## src/rtl/pipe_pkg.sv

```systemverilog
// Shared definitions for the elastic pipeline stage and the fixed-field
// stage wrappers that pack their fields into its payload/control buses.
package pipe_pkg;

  typedef enum logic [1:0] {
    EMPTY = 2'd0,
    ONE   = 2'd1,
    TWO   = 2'd2
  } pipe_state_t;

  localparam int DEF_DATA_BITS      = 64;
  localparam int DEF_CTRL_BITS      = 16;
  localparam int DEF_STALL_CNT_BITS = 16;

endpackage

```

## src/rtl/sat_counter.sv

```systemverilog
// Saturating up-counter with enable and synchronous clear; also intended
// for the hazard unit's performance counters.
module sat_counter #(
  parameter int WIDTH = 16
) (
  input  logic             clk,
  input  logic             rst,
  input  logic             i_en,
  input  logic             i_clr,
  output logic [WIDTH-1:0] o_count
);

  logic [WIDTH-1:0] r_count;
  logic             w_at_max;

  assign w_at_max = &r_count;

  always_ff @(posedge clk) begin
    if (rst || i_clr) begin
      r_count <= '0;
    end else if (i_en && !w_at_max) begin
      r_count <= r_count + 1'b1;
    end
  end

  assign o_count = r_count;

endmodule

```

## src/rtl/elastic_pipe_reg.sv

```systemverilog
// Flow-controlled pipeline stage register with a 2-entry skid buffer,
// synchronous flush with control zeroing, and a saturating stall counter.
//
//  state | meaning
//  EMPTY | nothing held, m_valid low, m_ctrl forced to 0
//  ONE   | main register holds the presented entry
//  TWO   | main presented, skid holds the next entry, s_ready low
module elastic_pipe_reg
  import pipe_pkg::*;
#(
  parameter int DATA_BITS      = DEF_DATA_BITS,
  parameter int CTRL_BITS      = DEF_CTRL_BITS,
  parameter bit CLEAR_DATA     = 1'b1,
  parameter int STALL_CNT_BITS = DEF_STALL_CNT_BITS
) (
  input  logic                      clk,
  input  logic                      rst,
  input  logic                      flush,
  input  logic                      s_valid,
  output logic                      s_ready,
  input  logic [DATA_BITS-1:0]      s_data,
  input  logic [CTRL_BITS-1:0]      s_ctrl,
  output logic                      m_valid,
  input  logic                      m_ready,
  output logic [DATA_BITS-1:0]      m_data,
  output logic [CTRL_BITS-1:0]      m_ctrl,
  output logic [1:0]                occupancy,
  output logic [STALL_CNT_BITS-1:0] stall_cycles
);

  pipe_state_t          r_state;
  pipe_state_t          w_next;
  logic                 r_s_ready;
  logic [DATA_BITS-1:0] r_main_data;
  logic [CTRL_BITS-1:0] r_main_ctrl;
  logic [DATA_BITS-1:0] r_skid_data;
  logic [CTRL_BITS-1:0] r_skid_ctrl;
  logic                 w_s_fire;
  logic                 w_ld_main_in;
  logic                 w_ld_main_skid;
  logic                 w_ld_skid;
  logic                 w_stall;

  assign w_s_fire = s_valid & r_s_ready;

  always_comb begin
    w_next         = r_state;
    w_ld_main_in   = 1'b0;
    w_ld_main_skid = 1'b0;
    w_ld_skid      = 1'b0;
    if (flush) begin
      w_next = EMPTY;
    end else begin
      case (r_state)
        EMPTY: begin
          if (w_s_fire) begin
            w_next       = ONE;
            w_ld_main_in = 1'b1;
          end
        end
        ONE: begin
          if (w_s_fire && m_ready) begin
            w_ld_main_in = 1'b1;
          end else if (w_s_fire) begin
            w_next    = TWO;
            w_ld_skid = 1'b1;
          end else if (m_ready) begin
            w_next = EMPTY;
          end
        end
        TWO: begin
          if (m_ready) begin
            w_next         = ONE;
            w_ld_main_skid = 1'b1;
          end
        end
        default: w_next = EMPTY;
      endcase
    end
  end

  always_ff @(posedge clk) begin
    if (rst) begin
      r_state     <= EMPTY;
      r_s_ready   <= 1'b1;
      r_main_data <= '0;
      r_main_ctrl <= '0;
      r_skid_data <= '0;
      r_skid_ctrl <= '0;
    end else begin
      r_state   <= w_next;
      // s_ready depends only on registered state, never on m_ready this cycle
      r_s_ready <= (w_next != TWO);
      if (flush) begin
        r_main_ctrl <= '0;
        r_skid_ctrl <= '0;
        if (CLEAR_DATA) begin
          r_main_data <= '0;
          r_skid_data <= '0;
        end
      end else begin
        if (w_ld_main_in) begin
          r_main_data <= s_data;
          r_main_ctrl <= s_ctrl;
        end else if (w_ld_main_skid) begin
          r_main_data <= r_skid_data;
          r_main_ctrl <= r_skid_ctrl;
        end else if (w_next == EMPTY) begin
          r_main_ctrl <= '0;
        end
        if (w_ld_skid) begin
          r_skid_data <= s_data;
          r_skid_ctrl <= s_ctrl;
        end
      end
    end
  end

  assign w_stall = (r_state != EMPTY) & ~m_ready;

  sat_counter #(
    .WIDTH(STALL_CNT_BITS)
  ) u_stall_cnt (
    .clk    (clk),
    .rst    (rst),
    .i_en   (w_stall),
    .i_clr  (1'b0),
    .o_count(stall_cycles)
  );

  assign s_ready   = r_s_ready;
  assign m_valid   = (r_state != EMPTY);
  assign m_data    = r_main_data;
  assign m_ctrl    = r_main_ctrl;
  assign occupancy = r_state;

endmodule

```

## config.mk

```make
export PLATFORM = sky130hd
export DESIGN_NAME = elastic_pipe_reg
export DESIGN_NICKNAME = d
export VERILOG_FILES = /design/src/rtl/pipe_pkg.sv /design/src/rtl/sat_counter.sv /design/src/rtl/elastic_pipe_reg.sv
export SDC_FILE = /design/constraint.sdc
export NUM_CORES = 1
export LEC_CHECK = 0
export BUFFER_PORTS_ARGS = -buffer_cell sky130_fd_sc_hd__buf_2
export CAP_MARGIN = 40
export CORE_ASPECT_RATIO = 0.75
export CORE_MARGIN = 8
export CORE_UTILIZATION = 41
export DETAILED_ROUTE_END_ITERATION = 16
export GPL_TIMING_DRIVEN = 0
export SLEW_MARGIN = 20
export SYNTH_ARGS = -nofsm -noshare
export SYNTH_HDL_FRONTEND = slang
export SYNTH_SLANG_ARGS = --single-unit
```

## constraint.sdc

```tcl
create_clock -name clk -period 2.18 [get_ports clk]
set_input_delay 0.327 -clock clk [delete_from_list [all_inputs] [get_ports clk]]
set_output_delay 0.327 -clock clk [all_outputs]
set_load 0.01 [all_outputs]
```

==> key figures <==
Outcome
  • Status: finished clean

Worst setup path
  • Worst Path Required: about 2500 ps
  • CP delay by family, top: simple AND/OR/NAND/NOR gates
  • WP data arrival: 2300 ps
  • Crit. End Element: register
  • CP max stage cell: nor4_4
  • Maximum net fanout on the critical path: 10
  • Crit-path max cell delay: roughly 560 ps
  • CP bufs+invs: 0
  • Crit path cell chain: ha_1 > nand4_1 > nor4_4 > nor2b_2 > mux2_4
  • Startpoint types: register
  • CP Class: reg -> reg

Synthesis
  • Register area share after synthesis: between 50% and 60%
  • Warnings from Yosys: 0
  • Asr flop ratio synth: 0%
  • Post-synthesis compound-gate area fraction: 23.25%
  • Synth Cell Area: between 6000 and 7000 sq um
  • Synth unique cells: 45
  • Main combinational cell family by area after synthesis: compound AO/OA/AOI/OAI gates
  • Mapped Cells: just over 800
  • Area share of the largest cell type after synthesis: between 50 and 60%
  • Synth Net Count: 896
  • FF+latch count, synth: around 180
  • Synth area leaders: dfxtp_1, nand2_1, a21oi_1
  • Synth area leader: dfxtp_1
  • Syn Area/Cell: 8.463 sq um
  • Xor/xnor cell area share of the yosys netlist: less than 1%
  • Post-synth EDFFs: 0
  • Mux share of post-synthesis cell area: less than 1%
  • Synth Flop Type: dfxtp_1
  • Synth Area in Simple Gates: between 10% and 20%
  • Adder-cell share of the synthesized area: less than 1%

Layout
  • Reg area: between 3000 and 4000 sq um
  • Filler instances: around 1600
  • Synth-to-Final Area Change: 26.76%
  • Multi-input gate area: ~3000 sq um
  • Finished Layout Cells: ~1200
  • Layout cells sized above 1: 26.10%
  • Final nets: 1100

Die
  • Die area: about 21000 sq um
  • IO Pins: about 190
  • Die Wd: around 170 um
  • Row count: 41
  • Chip height: between 100 and 150 um
  • Initial core utilization: between 40% and 50%
  • Total core area: approximately 17000 sq um

STA
  • Clock Skew: about 13 ps
  • Fmax: a little over 0.5 GHz
  • Max-slew violations: 0
  • Rel. slew slack: about 52%
  • RSZ-0062 raised after global routing: true
  • Period utilization: approximately nine tenths
  • Worst Tran Pin Value: about 720 ps
  • Worst Setup Slack, final: ~200 ps
  • Hold Fails Final Rpt: 0
  • Fin Setup TNS: 0 ps
  • Tmin final: 1980 ps
  • Final setup viols: 0

Place
  • Gpl congestion: roughly 0.79
  • Placed instance count: 1210
  • Setup WS pre-CTS: -203.2 ps
  • Detailed placement HPWL: around 15000 um
  • Port Buf Inserts: around 180

Clocking
  • Clock Sink Count: between 150 and 200
  • Clk Latency, worst-skew pair: 430 ps
  • H-tree depth: 4
  • TritonCTS clock tree: yes
  • Clock Tree Buf Depth: 2
  • Root Driver: clkbuf_16
  • Cts bufs inserted: 17
  • Total setup buffers inserted after CTS: 0
  • Clk slew on worst S/H paths: approximately 70 ps

Drt
  • DR vias: 6505
  • Vias per cell: 5.233
  • WL/cell: ~16 um
  • Final ANT Viol Nets: 0
  • DRC Markers: 0
  • Drt total wl: roughly 20000 um
  • Initial drt markers: a little under 500
  • DRT Pass-1 Iters: 5

Power and ir drop
  • Maximum VDD drop: ~0.00051 V
  • Power Density: roughly 800 nW/um^2
  • Leak Pwr: approximately 3.4 nW

Global routing
  • GRT Total Usage: between 10% and 20%
  • Global-route wire length before repair: 31410 um
  • Grt total ovfl: 0
  • Antenna violations before repair: 3
  • Largest net degree at the start of global routing: 17
  • Vias in the first global route: between 5000 and 6000

Flow run
  • Max Cap Viol: 0

Min path
  • Worst min path class: in -> reg
## power by group
part	internal (W)	total (W)	switching, W
Sequential	0.00331	0.00333	0.0000213
Clock	0.00192	0.00327	0.00135
Combinational	0.000161	0.000428	0.000267
## per-stage QoR
step           cell area [sq um]  utilization, %  hold slack, ps  total power, W
6_report                    8690           52.44           146.7        0.007028
5_1_grt                     8687           52.43           134.5        0.007275
3_5_place_dp                8050           48.58           443.7        0.003834
2_1_floorplan               6855               -           436.0        0.003614
4_1_cts                     8686           52.42           130.1        0.007092
3_3_place_gp                8045           48.55           441.5        0.003833
## kinds of logic after synthesis
family | Yosys count
adder cells (fa/ha/maj) | 1
multiplexers | 3
buffers and inverters | 67
flip-flops | 179
XOR/XNOR | 1
AND/OR/NAND/NOR | 302
AO/OA/AOI/OAI | 257
## state kept, by name, summed over array words and instances, names as in the netlist
signal               flops
r_skid_data             64
u_stall_cnt.o_count     16
m_ctrl                  16
r_skid_ctrl             16
s_ready                  1
m_data                  64
occupancy                2
## Yosys cell counts (2+ instances only)
master,instances
nand2_1,234
dfxtp_1,179
a21oi_1,156
a22oi_1,64
buf_2,35
nor2_1,22
clkbuf_1,21
a222oi_1,16
nand3_1,7
o21ai_0,7
nand4_1,6
or3_1,5
or4_1,5
and3_1,4
buf_6,4
inv_1,4
nor3_1,4
nor2b_1,3
o31ai_1,3
and4_1,2
buf_1,2
nor4_1,2
o21a_1,2
o21bai_1,2
## layer usage
| metal | up-vias | part of all wire [%] | global-route usage (%) |
|---|---|---|---|
| li1 | 3260 | - | - |
| met1 | 3024 | 48 | 25.79 |
| met2 | 193 | 42 | 27.16 |
| met3 | 22 | 8.8 | 6.739 |
| met4 | 6 | 1.2 | 4.767 |
| met5 | - | 0.15 | 0 |
## cell usage in the layout (no fill, tap or decap), drive strengths merged, types with 2 or more instances in the layout
master and count:
o21a 2, a21oi 156, and4 2, or4 5, nor2 22, or3 5
clkinvlp 2, o311ai 2, o31ai 3, dfxtp 179, mux2 2, nand3 7
inv 7, o21bai 2, buf 226, nand2 234, nand4 8, bufinv 3
a22oi 64, and3 4, clkbuf 42, nor4 3, o21ai 7, nor3 4
clkinv 4, nor2b 4, a222oi 16
## repair_timing
item,in CTS,in global routing
gates resized for setup,0,1
setup endpoints to repair,0,17
hold buffers,0,0
## worst min-delay path, cell delays in order
cell and delay (ps):
buf_2 100, nand2_1 50, a21oi_1 50
## layout make-up
type                       count  area share [%]
inverter                       4          0.1728
multi-input combinational    564           33.87
buffer                        63           3.629
clock inverter                12           1.944
timing repair buffer         185           10.66
sequential                   179           41.24
antenna                        1         0.02880
clock buffer                  20           5.371
tap                          215           3.096
## path summary, 6_finish.rpt
path	depth (start not counted)	to	slack (ps)	from
max reg2reg	5	u_stall_cnt.o_count[0]	200	u_stall_cnt.o_count[0]
min	3	r_skid_data[8]	150	s_data[8]
max	5	u_stall_cnt.o_count[0]	200	u_stall_cnt.o_count[0]
min reg2reg	2	m_data[52]	450	m_data[52]
Power figures use the tool's default switching activity.
